<file path="src/rtl/rd_pkt_pkg.sv">
// Shared types and constants for the frame read packetizer.
package rd_pkt_pkg;

  typedef enum logic [2:0] {
    ST_IDLE,
    ST_SYNC,
    ST_WAIT_RDY,
    ST_STREAM,
    ST_DRAIN
  } rd_state_e;

  localparam int RAM_WIDTH       = 128;
  localparam int RD_LATENCY      = 2;
  localparam int DEF_FRAME_BEATS = 388800;
  localparam int DEF_PKT_BEATS   = 16;
  localparam int ISSUE_W         = 20;

endpackage

</file>
<file path="src/rtl/sync_fifo_fwft.sv">
// Single-clock first-word-fall-through FIFO; a push on full succeeds only with a same-cycle pop.
module sync_fifo_fwft
  import rd_pkt_pkg::*;
#(
  parameter int WIDTH = RAM_WIDTH,
  parameter int DEPTH = 8
) (
  input  logic                     clk_i,
  input  logic                     rstn_i,
  input  logic                     push_i,
  input  logic [WIDTH-1:0]         din_i,
  input  logic                     pop_i,
  output logic [WIDTH-1:0]         dout_o,
  output logic                     full_o,
  output logic                     empty_o,
  output logic [$clog2(DEPTH):0]   count_o
);

  localparam int AW = $clog2(DEPTH);

  logic [WIDTH-1:0] mem_q [DEPTH];
  logic [AW-1:0]    wr_ptr_q, rd_ptr_q;
  logic [AW:0]      count_q;
  logic             do_push, do_pop;

  assign empty_o = (count_q == '0);
  assign full_o  = (count_q == (AW+1)'(DEPTH));
  assign count_o = count_q;
  assign dout_o  = mem_q[rd_ptr_q];

  assign do_pop  = pop_i && !empty_o;
  assign do_push = push_i && (!full_o || do_pop);

  always_ff @(posedge clk_i) begin
    if (rstn_i && do_push) mem_q[wr_ptr_q] <= din_i;
  end

  always_ff @(posedge clk_i) begin
    if (!rstn_i) begin
      wr_ptr_q <= '0;
      rd_ptr_q <= '0;
      count_q  <= '0;
    end else begin
      if (do_push) wr_ptr_q <= wr_ptr_q + 1'b1;
      if (do_pop)  rd_ptr_q <= rd_ptr_q + 1'b1;
      case ({do_push, do_pop})
        2'b10:   count_q <= count_q + 1'b1;
        2'b01:   count_q <= count_q - 1'b1;
        default: count_q <= count_q;
      endcase
    end
  end

endmodule

</file>
<file path="src/rtl/rd_pkt_gen.sv">
// Frame read sequencer: issues beat reads to an upstream buffer with fixed latency,
// buffers returned beats in a skid FIFO and emits them as packetized stream.
module rd_pkt_gen
  import rd_pkt_pkg::*;
#(
  parameter int FRAME_BEATS = DEF_FRAME_BEATS,
  parameter int PKT_BEATS   = DEF_PKT_BEATS,
  parameter int SYNC_CYC    = 8,
  parameter int FIFO_DEPTH  = 8
) (
  input  logic                 vout_clk,
  input  logic                 vout_rstn,
  input  logic                 i_start,
  output logic                 o_rd_fsync,
  output logic                 o_rd_en,
  input  logic                 i_vout_de,
  input  logic [RAM_WIDTH-1:0] i_vout_data,
  input  logic                 i_data_ready,
  output logic                 m_tvalid,
  input  logic                 m_tready,
  output logic [RAM_WIDTH-1:0] m_tdata,
  output logic                 m_tlast,
  output logic                 m_tuser,
  output logic                 o_busy,
  output logic                 o_frame_done,
  output logic                 o_ovf
);

  localparam int CW = $clog2(FIFO_DEPTH) + 1;
  localparam int RW = CW + 1;
  localparam int SW = $clog2(SYNC_CYC) + 1;
  localparam int PW = $clog2(PKT_BEATS) + 1;
  localparam logic [ISSUE_W-1:0] FRAME_N    = ISSUE_W'(FRAME_BEATS);
  localparam logic [ISSUE_W-1:0] FRAME_LAST = ISSUE_W'(FRAME_BEATS - 1);

  rd_state_e             state_q, state_d;
  logic [SW-1:0]         sync_cnt_q, sync_cnt_d;
  logic [ISSUE_W-1:0]    issued_q, issued_d;
  logic [ISSUE_W-1:0]    beats_q, beats_d;
  logic [PW-1:0]         pkt_cnt_q, pkt_cnt_d;
  logic [RD_LATENCY-1:0] inflight_q;
  logic                  ovf_q, done_q, done_d;
  logic                  rd_en, pop, can_issue, pkt_last, frame_last;
  logic [RW-1:0]         reserve;

  logic                  fifo_full, fifo_empty;
  logic [CW-1:0]         fifo_cnt;

  sync_fifo_fwft #(
    .WIDTH (RAM_WIDTH),
    .DEPTH (FIFO_DEPTH)
  ) u_fifo (
    .clk_i   (vout_clk),
    .rstn_i  (vout_rstn),
    .push_i  (i_vout_de),
    .din_i   (i_vout_data),
    .pop_i   (pop),
    .dout_o  (m_tdata),
    .full_o  (fifo_full),
    .empty_o (fifo_empty),
    .count_o (fifo_cnt)
  );

  // Reads still in the latency pipe already own a FIFO slot.
  assign reserve   = RW'(fifo_cnt) + RW'($countones(inflight_q)) + RW'(1);
  assign can_issue = (reserve <= RW'(FIFO_DEPTH));

  assign m_tvalid   = !fifo_empty;
  assign pop        = m_tvalid && m_tready;
  assign pkt_last   = (pkt_cnt_q == PW'(PKT_BEATS - 1));
  assign frame_last = (beats_q == FRAME_LAST);
  assign m_tlast    = m_tvalid && (pkt_last || frame_last);
  assign m_tuser    = m_tvalid && (beats_q == '0);

  assign o_rd_fsync   = (state_q == ST_SYNC);
  assign o_rd_en      = rd_en;
  assign o_busy       = (state_q != ST_IDLE);
  assign o_frame_done = done_q;
  assign o_ovf        = ovf_q;

  always_comb begin
    state_d    = state_q;
    sync_cnt_d = sync_cnt_q;
    issued_d   = issued_q;
    rd_en      = 1'b0;
    done_d     = 1'b0;
    case (state_q)
      ST_IDLE: begin
        if (i_start) begin
          state_d    = ST_SYNC;
          sync_cnt_d = '0;
          issued_d   = '0;
        end
      end
      ST_SYNC: begin
        if (sync_cnt_q == SW'(SYNC_CYC - 1)) state_d = ST_WAIT_RDY;
        else                                 sync_cnt_d = sync_cnt_q + 1'b1;
      end
      ST_WAIT_RDY: begin
        if (i_data_ready) state_d = ST_STREAM;
      end
      ST_STREAM: begin
        rd_en = i_data_ready && (issued_q < FRAME_N) && can_issue;
        if (rd_en) begin
          issued_d = issued_q + 1'b1;
          if (issued_q == FRAME_LAST) state_d = ST_DRAIN;
        end
      end
      ST_DRAIN: begin
        if (inflight_q == '0 && fifo_empty && beats_q == FRAME_N) begin
          state_d = ST_IDLE;
          done_d  = 1'b1;
        end
      end
      default: state_d = ST_IDLE;
    endcase
  end

  always_comb begin
    beats_d   = beats_q;
    pkt_cnt_d = pkt_cnt_q;
    if (state_q == ST_IDLE && i_start) begin
      beats_d   = '0;
      pkt_cnt_d = '0;
    end else if (pop) begin
      beats_d   = beats_q + 1'b1;
      pkt_cnt_d = (pkt_last || frame_last) ? '0 : pkt_cnt_q + 1'b1;
    end
  end

  always_ff @(posedge vout_clk) begin
    if (!vout_rstn) begin
      state_q    <= ST_IDLE;
      sync_cnt_q <= '0;
      issued_q   <= '0;
      beats_q    <= '0;
      pkt_cnt_q  <= '0;
      inflight_q <= '0;
      ovf_q      <= 1'b0;
      done_q     <= 1'b0;
    end else begin
      state_q    <= state_d;
      sync_cnt_q <= sync_cnt_d;
      issued_q   <= issued_d;
      beats_q    <= beats_d;
      pkt_cnt_q  <= pkt_cnt_d;
      inflight_q <= {inflight_q[RD_LATENCY-2:0], rd_en};
      done_q     <= done_d;
      if (i_vout_de && fifo_full && !pop) ovf_q <= 1'b1;
    end
  end

endmodule

</file>
<file path="config.mk">
export PLATFORM = sky130hd
export DESIGN_NAME = rd_pkt_gen
export DESIGN_NICKNAME = d
export VERILOG_FILES = /design/src/rtl/rd_pkt_pkg.sv /design/src/rtl/sync_fifo_fwft.sv /design/src/rtl/rd_pkt_gen.sv
export SDC_FILE = /design/constraint.sdc
export NUM_CORES = 1
export LEC_CHECK = 0
export BUFFER_PORTS_ARGS = -buffer_cell sky130_fd_sc_hd__clkbuf_2
export CAP_MARGIN = 20
export CORE_ASPECT_RATIO = 1.2
export CORE_MARGIN = 10
export CORE_UTILIZATION = 54
export DETAILED_ROUTE_END_ITERATION = 12
export PLACE_DENSITY = 0.85
export SYNTH_ARGS = -nofsm -noshare
export SYNTH_HDL_FRONTEND = slang
export SYNTH_HIERARCHICAL = 1
export SYNTH_SLANG_ARGS = --single-unit
</file>
<file path="constraint.sdc">
create_clock -name vout_clk -period 15.3 [get_ports vout_clk]
set_input_delay 3.06 -clock vout_clk [delete_from_list [all_inputs] [get_ports vout_clk]]
set_output_delay 3.06 -clock vout_clk [all_outputs]
set_load 0.1 [all_outputs]
</file>
## Word level (Yosys, flattened, before mapping)

Memories as Yosys holds them, arrays and structs flattened. A register that Yosys moved wholly into a read port is not among the register bits.
Cells that the tools add are included.
W data, S select, Z words.

| cells by class | value |
|---|---|
| add/subtract/negate cells | 11 |
| multiply operators | 0 |
| div/mod/pow operators | 0 |
| $lt $le $gt $ge | 2 |
| equality and inequality tests | 19 |
| shift-type cells | 0 |
| muxes and demuxes | 21 |
| bitwise logic cells | 1 |
| reduce and logical (&&, ||, !) cells | 31 |

Operators by type and width:

| cell | number |
|---|---|
| $eq A20 B19 Y1 const B | 3 |
| $add A20 B1 Y20 const B | 2 |
| $mux W20 | 2 |
| $pmux W20 S2 | 1 |
| $mux W3 | 8 |
| $logic_not A20 Y1 | 1 |
| $lt A20 B19 Y1 const B | 1 |
| $pmux W4 S2 | 2 |
| $pmux W3 S5 | 1 |
| $logic_and A1 B1 Y1 | 13 |
| $ne A2 B2 Y1 const B | 6 |
| $add A5 B1 Y5 const B | 2 |
| $add A4 B1 Y4 const B | 2 |
| $mux W4 | 2 |
| $add A3 B1 Y3 const B | 2 |
| $eq A3 B2 Y1 const B | 2 |
| $reduce_and A3 Y1 | 2 |
| $reduce_and A6 Y1 | 1 |
| $reduce_bool A2 Y1 | 3 |
| $add A4 B2 Y5 | 1 |
| $eq A5 B4 Y1 const B | 1 |
| $le A5 B4 Y1 const B | 1 |
| $mux W5 | 1 |
| $eq A4 B3 Y1 const B | 1 |
| other kinds (18) | 24 |

| word-level totals | value |
|---|---|
| register bits after elaboration | 66 |
| bits in latches | 0 |
| RAM bits | 1024 |
| bits in read-only memories | 0 |
| input bits | 134 |
| output and inout port bits | 136 |
| logic and storage cells | 97 |
| memories | 1 |

Memory list:

| name | words | width | rd ports | clocked after memory_dff | write ports | line | RTL |
|---|---|---|---|---|---|---|---|
| u_fifo.mem_q | 8 | 128 | 1 | 1 | 1 | sync_fifo_fwft.sv:21 | `logic [WIDTH-1:0] mem_q [DEPTH];` |

## Logic depth before layout (Yosys ltp)

Gate-level depths: netlist of run 1.

| depth | value |
|---|---|
| depth in word-level cells | 9 |
| depth in mapped cells | 13 |
| mapped depth without buffers | 12 |

## Hierarchy

Netlist of run 1, hierarchy kept.

Modules (own cells, without submodules):

| module | times used | cells each | area an instance (um2) | seq. area each (um2) |
|---|---|---|---|---|
| sync_fifo_fwft | 1 | 1563 | 39416.6 | 31009.7 |
| rd_pkt_gen | 1 | 363 | 3014.1 | 1121.1 |

## Worst setup path after synthesis of run 1

OpenSTA, ideal clock, no wires.

| timing path | value |
|---|---|
| path type | input to register |
| start point | input m_tready |
| end point | memory u_fifo/mem_q[1][0] (netlist bit) (enable) |
| data arrival time | 15.708 ns |
| setup slack | -1.336 ns |
| cell stages on the path | 5 |
| cell sequence | nand2b_1 -> clkinv_1 -> nand2b_1 -> o21ai_2 -> nor4_1 |

| between the ends | value |
|---|---|
| word-level cells in the longest chain between the ends | 7 |

Ends and longest elaborated chain:

| what | line | RTL |
|---|---|---|
| start, declared | rd_pkt_gen.sv:20 | `input logic m_tready,` |
| $logic_and A1 B1 Y1 | rd_pkt_gen.sv:69 | `assign pop = m_tvalid && m_tready;` |
| via pop | rd_pkt_gen.sv:43 | `logic rd_en, pop, can_issue, pkt_last, frame_last;` |
| $logic_and A1 B1 Y1 | sync_fifo_fwft.sv:31 | `assign do_pop = pop_i && !empty_o;` |
| $logic_or A1 B1 Y1 | sync_fifo_fwft.sv:32 | `assign do_push = push_i && (!full_o \|\| do_pop);` |
| $logic_and A1 B1 Y1 | sync_fifo_fwft.sv:32 |  |
| $logic_and A1 B1 Y1 | sync_fifo_fwft.sv:35 | `if (rstn_i && do_push) mem_q[wr_ptr_q] <= din_i;` |
| $mux W1 | sync_fifo_fwft.sv:35 |  |
| $mux W1 (implied by the code) | sync_fifo_fwft.sv:35 |  |
| end, declared | sync_fifo_fwft.sv:21 |  |

The timed path passes the listed nets, and every way through them passes these cells.

## Final worst setup path of run 1

| timing path | value |
|---|---|
| start point | input i_data_ready |
| end point | output o_rd_en |

| between the ends | value |
|---|---|
| word-level cells in the longest chain between the ends | 3 |

Ends and longest elaborated chain:

| what | line | RTL |
|---|---|---|
| start, declared | rd_pkt_gen.sv:18 | `input logic i_data_ready,` |
| $logic_and A1 B1 Y1 (2 in a row) | rd_pkt_gen.sv:103 | `rd_en = i_data_ready && (issued_q < FRAME_N) && can_issue;` |
| $mux W1 | rd_pkt_gen.sv:87 | `case (state_q)` |
| end, declared | rd_pkt_gen.sv:15 | `output logic o_rd_en,` |

Every way passes these cells.

==> key figures, run 1 <==
Run status
  • Status: complete, no violations

STA
  • Clock skew: 20.5 ps
  • Max Fclk: 0.128 GHz
  • Tcrit/Tclk final: 51.1%
  • Worst Max-Slew Pin Slew: 1250 ps
  • Fin. max-slew vios: 0
  • WHS: 486 ps
  • Hold Fails Final Rpt: 0
  • Post-layout min period: 7820 ps
  • Unrepaired setup endpoints after global routing: false
  • Relative slew margins: 16.9%
  • Setup violators final: 0

CTS
  • Clock Latency Late Sink: 660 ps
  • Clk root buf: clkbuf_16
  • Setup Fix Bufs, Post-CTS: 0
  • Post_cts resized: 0
  • CTS tree: built
  • Post-CTS Hold Buffers: 0
  • CTS Buf Count: 101
  • Clock sinks: 1093
  • Clk pin slew, worst setup/hold paths: 60 ps
  • H-Tree Depth: 3
  • Clk buf depth: 3

Routing
  • Pre-antenna DRT Iters: 6
  • DRC: 0
  • DRT Wirelength: 88400 um
  • Antenna Violating Nets Remaining: 0
  • Avg Vias per Cell: 6.03
  • Iteration-0 DRC Markers: 1900
  • Total number of vias: 20283
  • Routed len/inst: 26.2 um

Global route
  • GR met3 Demand/Resource: 4.02%
  • Pin count of the biggest net entering global routing: 131
  • Grt met1 use: 24.7%
  • Busiest grt layer: met2
  • Initial antenna violation count: 18
  • First-pass GRT wire length: 135000 um
  • Grt ovf: 0
  • Met2 Usage GRT: 33.7%
  • Number of global-route vias before repair: 21793
  • GRT Total Usage: 19.8%

Power and ir drop
  • Pint: 5.23 mW
  • Power per Cell Area: 159 nW/um^2
  • Reg power frac: 44.6%
  • Switching Share: 31.5%
  • Combinational share of power: 24.1%
  • Clock Power Share: 31.3%
  • Leakage power: 15.4 nW
  • P_sw: 2.40 mW
  • VDD IR max: 0.156 mV

Layout
  • Fin nets: 2392
  • Area of the multi-input gates: 9640 um^2
  • Layout cell share with drive strength beyond 1: 34.4%
  • Filler Cells Inserted: 5215
  • Sequential cell area: 32100 um^2
  • Final core occ: 61.6%
  • Area Overhead vs Synth: 13.1%

Floorplan
  • Top Ports: 270
  • DIE AREA: 90200 um^2
  • Initial core utilization: 54.5%
  • Die W: 276 um
  • Row cnt: 112
  • Core outline area: 77900 um^2
  • Die H: 327 um

Worst setup path
  • Crit start category: primary input
  • FF-to-FF End: u_fifo/mem_q[5][18]
  • Reg2Reg Setup Slack: 10420 ps
  • CP max FO: 4
  • CP Capture Type: output pin
  • R2R depth: 9
  • Critical path class: primary input to output pin
  • Reg2reg start: u_fifo/count_o[2]
  • Critical Path AT: 4760 ps
  • WP data required: 12240 ps

Yosys
  • Post-synthesis cell area: 42400 um^2
  • Top-area cell type share of the netlist area: 72.5%
  • Top cells by area, synth: edfxtp_1 (72%), mux4_2 (11%), mux2_2 (3.4%), dfxtp_1 (3.3%), mux4_1 (2.8%)
  • Most used flip-flop cell after synthesis: edfxtp_1
  • Flops & latches, synth: 1093
  • Synth async-reset ratio: 0%
  • Top post-synthesis cells by count: edfxtp_1 (1024), mux4_2 (210), mux2_2 (129), dfxtp_1 (69), mux4_1 (46)
  • Syn nets: 2075
  • Count of unique library cells instantiated by Yosys: 63
  • Area leader, netlist: edfxtp_1
  • YS warnings: 6
  • Register area share after synthesis: 75.7%
  • Most frequent cell after synthesis: edfxtp_1
  • Avg Cell Area, Syn: 22.0 um^2
  • EDFF count, synth: 1024
  • Syn Inst Count: 1926

Hold path
  • Worst min-delay path category: register to register
  • WHS Endpoint: pkt_cnt_q[1]
  • Hold Path Depth: 2
  • HP Start: pkt_cnt_q[1]

Place
  • Placer Congestion: 0.777
  • PortBufs: 269
  • Post-DP HPWL: 49400 um

Flow run
  • Max-cap viol count: 0
per-layer routing:
metal	wire length (um)	share of wire, %
met1	32800	37
met2	46600	53
met3	5970	6.8
met4	2840	3.2
met5	78	0.088
worst max-delay path, cell delays in order:
cell,delay [ps]
clkbuf_2,90
nor2b_1,180
and3_1,240
nand3_1,140
nor3_1,480
clkbuf_2,550
worst max path at each step:
stage | cells past startpoint | to | from
after CTS | 5 | m_tdata[115] | register
after floorplan | 5 | u_fifo/mem_q[1][0] | m_tready
final | 6 | o_rd_en | i_data_ready
after global placement | 6 | o_rd_en | i_data_ready
after global routing | 5 | m_tdata[115] | register
after detailed placement | 6 | o_rd_en | i_data_ready
cell type report:
type	count	share of cell area, %
sequential	1093	67.0
multi-input combinational	725	20.1
clock buffer	123	5.57
timing repair buffer	304	3.46
tap	1026	2.68
clock inverter	63	0.996
inverter	18	0.141
antenna	14	0.0730
logic make-up after synthesis:
family                   synth area share, %
AO/OA/AOI/OAI                           1.05
XOR/XNOR                               0.599
adder cells (fa/ha/maj)                0.478
buffers and inverters                   1.68
flip-flops                              75.7
multiplexers                            17.6
AND/OR/NAND/NOR                         2.84
stage by stage:
stage,cells,setup TNS (ps),power (mW),cell area [um^2],setup slack [ps]
3_3_place_gp,3164,0,5.27,44700,7570
4_1_cts,3351,0,7.69,47900,7430
3_5_place_dp,3165,0,5.31,44800,7510
6_report,3366,0,7.63,48000,7480
2_1_floorplan,1926,-342120,5.07,42400,-1340
5_1_grt,3364,0,7.88,48000,7180
sequential cells by signal, indices dropped and copies added (netlist names), named ones only:
name	count
u_fifo/mem_q	1024
beats_q	20
issued_q	20
pkt_cnt_q	5
sync_cnt_q	4
u_fifo/count_o	4
state_q	3
u_fifo/rd_ptr_q	3
u_fifo/wr_ptr_q	3
inflight_q	2
o_frame_done	1
o_ovf	1
power by group through the flow:
stage	Combinational (mW)	Sequential, mW	Clock, mW
floorplan	1.62	3.45	0
global placement	1.81	3.46	0
detailed placement	1.85	3.47	0
CTS	1.86	3.40	2.43
global route	1.92	3.41	2.55
finish	1.84	3.40	2.39
placed cells by master (no fill, tap or decap), drive strengths merged, types with 3 or more instances in the layout:
cell type  netlist  final
nand2           39     39
or3              8      8
mux4           256    256
dfxtp           69     69
and4             4      4
o21ai            7      7
clkinv           2     53
xnor2            9      9
nor2            44     44
o31ai            9      9
nand2b          10     10
clkinvlp         0      3
mux2           129    129
nor4            13     13
mux2i            9      9
and3             8      8
nand3b           3      3
clkbuf          35    392
nand4           17     17
nor3            18     18
bufinv           0      6
xor2            20     20
nand3           27     27
a211oi           3      3
edfxtp        1024   1024
ha              13     13
and2             7      7
a31oi            6      6
buf             55     35
nor2b            4      4
diode            0     14
nand4b           4      4
a21oi           19     19
or4             10     10
inv             16     19
o211ai           3      3
(Power assumes the default switching activity.)
==> run 2: changes to the inputs <==
- CORE_UTILIZATION: 54 -> 60
- PLACE_DENSITY: 0.85 -> 0.89
- clock period: 15.3 -> 7.78 ns (I/O delays scaled with it)
==> run 2 against run 1 <==
Effect of this change:
- hold slack got worse by 4.4 ps
- via count increased by 1.2%
- setup slack got worse by 5000 ps
- sequential share of layout area increased by 0.084 points
- first-iteration DRC count increased by 16%
- die area decreased by 9.3%
- design area decreased by 0.13%
- global-route usage increased by 2.4 points
- register-to-register slack got worse by 7400 ps
- sequential power increased by 98%
- largest cell class unchanged
==> key figures, run 2 (synthesized netlist as in run 1, its figures left out) <==
Layout
  • Most frequent cells in the layout: edfxtp_1 (1024), clkbuf_2 (269), mux4_2 (210), mux2_2 (129), clkbuf_16 (102)
  • Area Overhead vs Synth: 12.9%
  • Fin nets: 2387 (-0.21%)
  • Commonest non-fill, non-tap cell in the layout: edfxtp_1
  • Layout cell share with drive strength beyond 1: 34.5% (+0.18 points)
  • Largest registers: u_fifo/mem_q (1024), beats_q (20), issued_q (20)
  • Max reg flops: 1024 (unchanged)
  • Top reg by flops: u_fifo/mem_q

Worst setup path
  • Reg2Reg Setup Slack: 2990 ps (-7430 ps)
  • Crit start category: register
  • Slowest-stage cell, CP: dfxtp_4
  • WP data required: 6220 ps (-6020 ps)
  • Critical Path AT: 3730 ps (-1030 ps)
  • Crit-path cells: buf_4 > mux4_1 > mux2_2 > clkbuf_2
  • Critical path class: register to output pin
  • R2R depth: 8 (-1)
  • Worst path max stage delay: 950 ps (+400 ps)
  • CP Capture Type: output pin
  • FF-to-FF End: u_fifo/mem_q[4][0]
  • Worst Path Buf+Inv: 2 (unchanged)
  • CP max FO: 44 (+40)
  • Reg2reg start: u_fifo/count_o[2]
  • CP delay by family, top: buffers and inverters

Floorplan
  • Die H: 311 um (-4.8%)
  • Row cnt: 106 (-5.4%)
  • Die W: 263 um (-4.8%)
  • Core outline area: 69900 um^2 (-10%)
  • Top Ports: 270 (unchanged)
  • Initial core utilization: 60.7% (+6.2 points)
  • DIE AREA: 81800 um^2 (-9.3%)

Hold path
  • Worst min-delay path category: register to register
  • Hold Path Depth: 2 (unchanged)
  • WHS Endpoint: pkt_cnt_q[1]
  • HP Start: pkt_cnt_q[1]

Global route
  • GRT Total Usage: 22.2% (+2.4 points)
  • Initial antenna violation count: 10 (-8)
  • Number of global-route vias before repair: 21423 (-1.7%)
  • Grt ovf: 0 (unchanged)
  • Pin count of the biggest net entering global routing: 127 (-3.1%)
  • First-pass GRT wire length: 138000 um (+2.7%)

Routing
  • DRC: 0 (unchanged)
  • Antenna Violating Nets Remaining: 0 (unchanged)
  • DRT Wirelength: 90500 um (+2.4%)
  • Routed len/inst: 27.9 um (+6.3%)
  • Iteration-0 DRC Markers: 2198 (+16%)
  • Pre-antenna DRT Iters: 5 (-1)
  • Total number of vias: 20535 (+1.2%)
  • Avg Vias per Cell: 6.33 (+5.0%)

Power and ir drop
  • Pint: 10.4 mW (+98%)
  • Clock Power Share: 31.8% (+0.5 points)
  • P_sw: 4.78 mW (+99%)
  • VDD IR max: 0.255 mV (+64%)
  • Overall power: 15.1 mW (+99%)
  • Combinational share of power: 23.8% (-0.3 points)
  • Power per Cell Area: 316 nW/um^2 (+99%)
  • Reg power frac: 44.3% (-0.3 points)
  • Switching Share: 31.6% (+0.11 points)
  • Leakage power: 15.4 nW (+0.11%)

CTS
  • Clk buf depth: 3 (unchanged)
  • Clock Latency Late Sink: 670 ps (about the same)
  • Clk pin slew, worst setup/hold paths: 60 ps (about the same)
  • Clk root buf: clkbuf_16
  • CTS Buf Count: 100 (-0.99%)
  • Post-CTS Hold Buffers: 0 (unchanged)
  • CTS tree: built
  • Clock sinks: 1093 (unchanged)
  • H-Tree Depth: 3 (unchanged)
  • Setup Fix Bufs, Post-CTS: 0 (unchanged)
  • Post_cts resized: 0 (unchanged)

Place
  • Post-DP HPWL: 49900 um (+1.0%)
  • Placer Congestion: 0.787 (+1.2%)
  • PortBufs: 269 (unchanged)

STA
  • Max Fclk: 0.189 GHz
  • Setup TNS: 0 ps (unchanged)
  • Worst Max-Slew Pin Slew: 1130 ps (-112 ps)
  • Relative slew margins: 24.3% (+7.4 points)
  • Clock skew: 32.3 ps (+11.8 ps)
  • Hold Fails Final Rpt: 0 (unchanged)
  • Post-layout min period: 5280 ps
  • Unrepaired setup endpoints after global routing: false
  • Fin. max-slew vios: 0 (unchanged)
  • Setup violators final: 0 (unchanged)
  • Tcrit/Tclk final: 67.9%

Flow run
  • Max-cap viol count: 0 (unchanged)

Run status
  • Status: complete, no violations
## run 2: worst max path at each step
stage / startpoint / endpoint / slack (ps) / cells after the start
finish: register / m_tdata[45] / 2500 / 4
global route: register / m_tdata[101] / 2210 / 4
CTS: register / m_tdata[101] / 2390 / 4
detailed placement: m_tready / u_fifo/mem_q[4][114] / 2720 / 7
global placement: m_tready / u_fifo/mem_q[7][114] / 2760 / 7
floorplan: m_tready / u_fifo/mem_q[6][0] / -3920 / 5
## run 2: through the flow
step                      hold slack, ps  worst slack [ps]  area [um^2]  utilization, %  std cells
final                                482              2500        47900            68.6       3245
after floorplan                      448             -3920        42500               -       1926
after detailed placement             473              2720        44600            63.9       3053
after CTS                            481              2390        47900            68.5       3237
after global placement               456              2760        44600            63.9       3053
after global routing                 506              2210        47900            68.6       3245
## run 2: tightest hold or removal path: stages, from the launching register on
cell and delay [ps]:
dfxtp_1 320, nand2_1 60, a21oi_1 50
## run 2: layout make-up
type                       instances  area [um^2]
timing repair buffer             300         1640
clock buffer                     119         2630
multi-input combinational        725         9670
tap                              918         1150
antenna                            7         17.5
inverter                          18         67.6
sequential                      1093        32100
clock inverter                    65          613
fill                            4006        22000
## run 2: power groups by stage
stage | clock (mW) | combinational (mW) | sequential, mW
2_1_floorplan | 0 | 3.19 | 6.77
5_1_grt | 5.13 | 3.78 | 6.73
3_3_place_gp | 0 | 3.55 | 6.82
6_report | 4.82 | 3.61 | 6.72
4_1_cts | 4.91 | 3.65 | 6.72
3_5_place_dp | 0 | 3.61 | 6.84
## run 2: per-layer routing
metal | track usage [%] | up-vias | routed length [um]
met5 | 0 | - | 27
met4 | 6.95 | 6 | 2080
met3 | 3.62 | 137 | 6540
met2 | 37.8 | 1004 | 47800
met1 | 29.1 | 10654 | 34100
li1 | - | 8734 | -
==> run 3: changes to the inputs <==
- clock period: 7.78 -> 5.4 ns (I/O delays scaled with it)
==> run 3 against run 2 <==
Effect of this change:
- critical path type unchanged
- critical endpoint is now o_rd_en
- power increased by 45%
- die area unchanged
- design area increased by 0.64%
- combinational power increased by 47%
- clock skew increased by 4.6 ps
- first-iteration DRC count about the same
==> key figures, run 3 (synthesized netlist as in run 1, its figures left out) <==
STA
  • Hold Fails Final Rpt: 0 (unchanged)
  • Tcrit/Tclk final: 84.9%
  • Worst Max-Slew Pin Slew: 1140 ps (+6.04 ps)
  • Post-layout min period: 4590 ps
  • Relative slew margins: 23.9% (-0.40 points)
  • Unrepaired setup endpoints after global routing: false
  • Clock skew: 37.0 ps (+4.64 ps)
  • Fin. max-slew vios: 0 (unchanged)
  • Max Fclk: 0.218 GHz
  • Setup violators final: 0 (unchanged)
  • WHS: 484 ps (+1.94 ps)

Worst setup path
  • Crit start category: register
  • Most used cell, CP: inv_1
  • Critical path class: register to output pin
  • Crit-path cells: inv_1 > ha_1 > inv_1 > ha_1 > inv_1 > fa_1 > nand3b_1 > and3_1 > nand3_1 > nor3_1 > clkbuf_2
  • CP max FO: 8 (-82%)
  • Slowest-stage cell, CP: clkbuf_2
  • Critical Path AT: 3510 ps (-220 ps)
  • Worst path max stage delay: 550 ps (-400 ps)
  • WP data required: 4320 ps (-1900 ps)
  • CP Capture Type: output pin

Global route
  • Initial antenna violation count: 11 (+1)
  • First-pass GRT wire length: 141000 um (+2.0%)
  • GR met3 Demand/Resource: 4.01% (+0.39 points)
  • Met2 Usage GRT: 40.5% (+2.6 points)
  • Number of global-route vias before repair: 22072 (+3.0%)
  • Pin count of the biggest net entering global routing: 129 (+1.6%)
  • Busiest grt layer: met2
  • Grt met1 use: 27.5% (-1.5 points)
  • GRT Total Usage: 22.6% (+0.45 points)
  • Grt ovf: 0 (unchanged)

Routing
  • DRT Wirelength: 92900 um (+2.7%)
  • Routed len/inst: 28.6 um (+2.4%)
  • Avg Vias per Cell: 6.37 (+0.65%)
  • Iteration-0 DRC Markers: 2200 (+0.091%)
  • Total number of vias: 20719 (+0.90%)
  • DRC: 0 (unchanged)
  • Antenna Violating Nets Remaining: 0 (unchanged)
  • Pre-antenna DRT Iters: 5 (unchanged)

CTS
  • Setup Fix Bufs, Post-CTS: 0 (unchanged)
  • Post_cts resized: 0 (unchanged)
  • H-Tree Depth: 3 (unchanged)
  • Clk root buf: clkbuf_16
  • Clk buf depth: 3 (unchanged)
  • Clk pin slew, worst setup/hold paths: 60 ps (about the same)
  • CTS Buf Count: 99 (-1.0%)
  • Clock sinks: 1093 (unchanged)
  • CTS tree: built
  • Post-CTS Hold Buffers: 0 (unchanged)
  • Clock Latency Late Sink: 660 ps (about the same)

Layout
  • Largest registers: u_fifo/mem_q (1024), beats_q (20), issued_q (20)
  • Filler Cells Inserted: 4041 (+0.87%)
  • Fin nets: 2395 (+0.34%)
  • Top reg by flops: u_fifo/mem_q
  • Area Overhead vs Synth: 13.7%
  • Sequential cell area: 32100 um^2 (about the same)
  • Most frequent cells in the layout: edfxtp_1 (1024), clkbuf_2 (269), mux4_2 (210), mux2_2 (129), clkbuf_16 (101)
  • Layout cell share with drive strength beyond 1: 35.5% (+1.0 points)
  • Commonest non-fill, non-tap cell in the layout: edfxtp_1
  • Final Non-Filler Cells: 3253 (+0.25%)
  • Max reg flops: 1024 (unchanged)
  • Area of the multi-input gates: 9700 um^2 (+0.36%)

Floorplan
  • Die W: 263 um (unchanged)
  • Die H: 311 um (unchanged)
  • Top Ports: 270 (unchanged)
  • Row cnt: 106 (unchanged)
  • DIE AREA: 81800 um^2 (unchanged)
  • Initial core utilization: 60.7% (unchanged)
  • Core outline area: 69900 um^2 (unchanged)

Power and ir drop
  • Leakage power: 15.5 nW (+0.73%)
  • VDD IR max: 0.724 mV (+180%)
  • Power per Cell Area: 456 nW/um^2 (+44%)

Place
  • Placer Congestion: 0.807 (+2.5%)
  • Placed Cells: 3062 (+0.29%)
  • Post-DP HPWL: 50100 um (+0.41%)
  • PortBufs: 269 (unchanged)

Run status
  • Status: complete, no violations

Flow run
  • Max-cap viol count: 0 (unchanged)

Hold path
  • Worst min-delay path category: register to register
[run 3: cell types whose count changed in the layout (fill, tap and decap cells not counted), sizes merged]
cell | previous run | this run
clkinv | 49 | 45
clkinvlp | 4 | 10
diode | 7 | 5
inv | 21 | 19
clkbuf | 388 | 389
buf | 31 | 40
[run 3: path summary, 6_finish.rpt]
check,start,cells after the start,slack [ps],end
worst max register to register,u_fifo/count_o[1],8,1300,u_fifo/mem_q[4][78]
worst min-delay path,pkt_cnt_q[1],2,480,pkt_cnt_q[1]
worst min register to register,pkt_cnt_q[1],2,480,pkt_cnt_q[1]
worst max-delay path,u_fifo/count_o[0],11,810,o_rd_en
[run 3: where the power goes]
part	switching, mW	total, mW	internal [mW]
logic	3.71	5.32	1.61
registers	0.194	9.68	9.48
clock network	3.04	6.99	3.95
total	6.95	22.0	15.0
[run 3: stage by stage]
step / instance area, um^2 / TNS, ps / setup WS, ps / utilization [%] / total power [mW]
finish: 48200 / 0 / 813 / 69.0 / 22.0
floorplan: 42500 / -795310 / -1710 / - / 14.4
global route: 48200 / 0 / 619 / 69.0 / 22.7
global placement: 44900 / 0 / 1280 / 64.2 / 15.0
detailed placement: 44900 / 0 / 1200 / 64.2 / 15.2
CTS: 48200 / 0 / 811 / 68.9 / 22.1
[run 3: worst max-delay path, delay by kind of cell, from the launching register on]
| family | cells | cell delay [ps] |
|---|---|---|
| fa+ha+maj | 3 | 640 |
| flops | 1 | 480 |
| buf+inv | 4 | 740 |
| simple gates | 4 | 1000 |
[run 3: area by class of cell]
cell class,count,share of cell area (%)
sequential,1093,66.7
timing repair buffer,309,3.85
tap,918,2.38
antenna,5,0.0259
inverter,18,0.150
multi-input combinational,725,20.1
clock inverter,65,1.35
clock buffer,120,5.47
[run 3: routing by layer]
metal	share of wire, %	up-vias
met5	0.088	-
met4	2.4	12
met1	36	10909
met3	6.6	163
met2	55	897
li1	-	8738
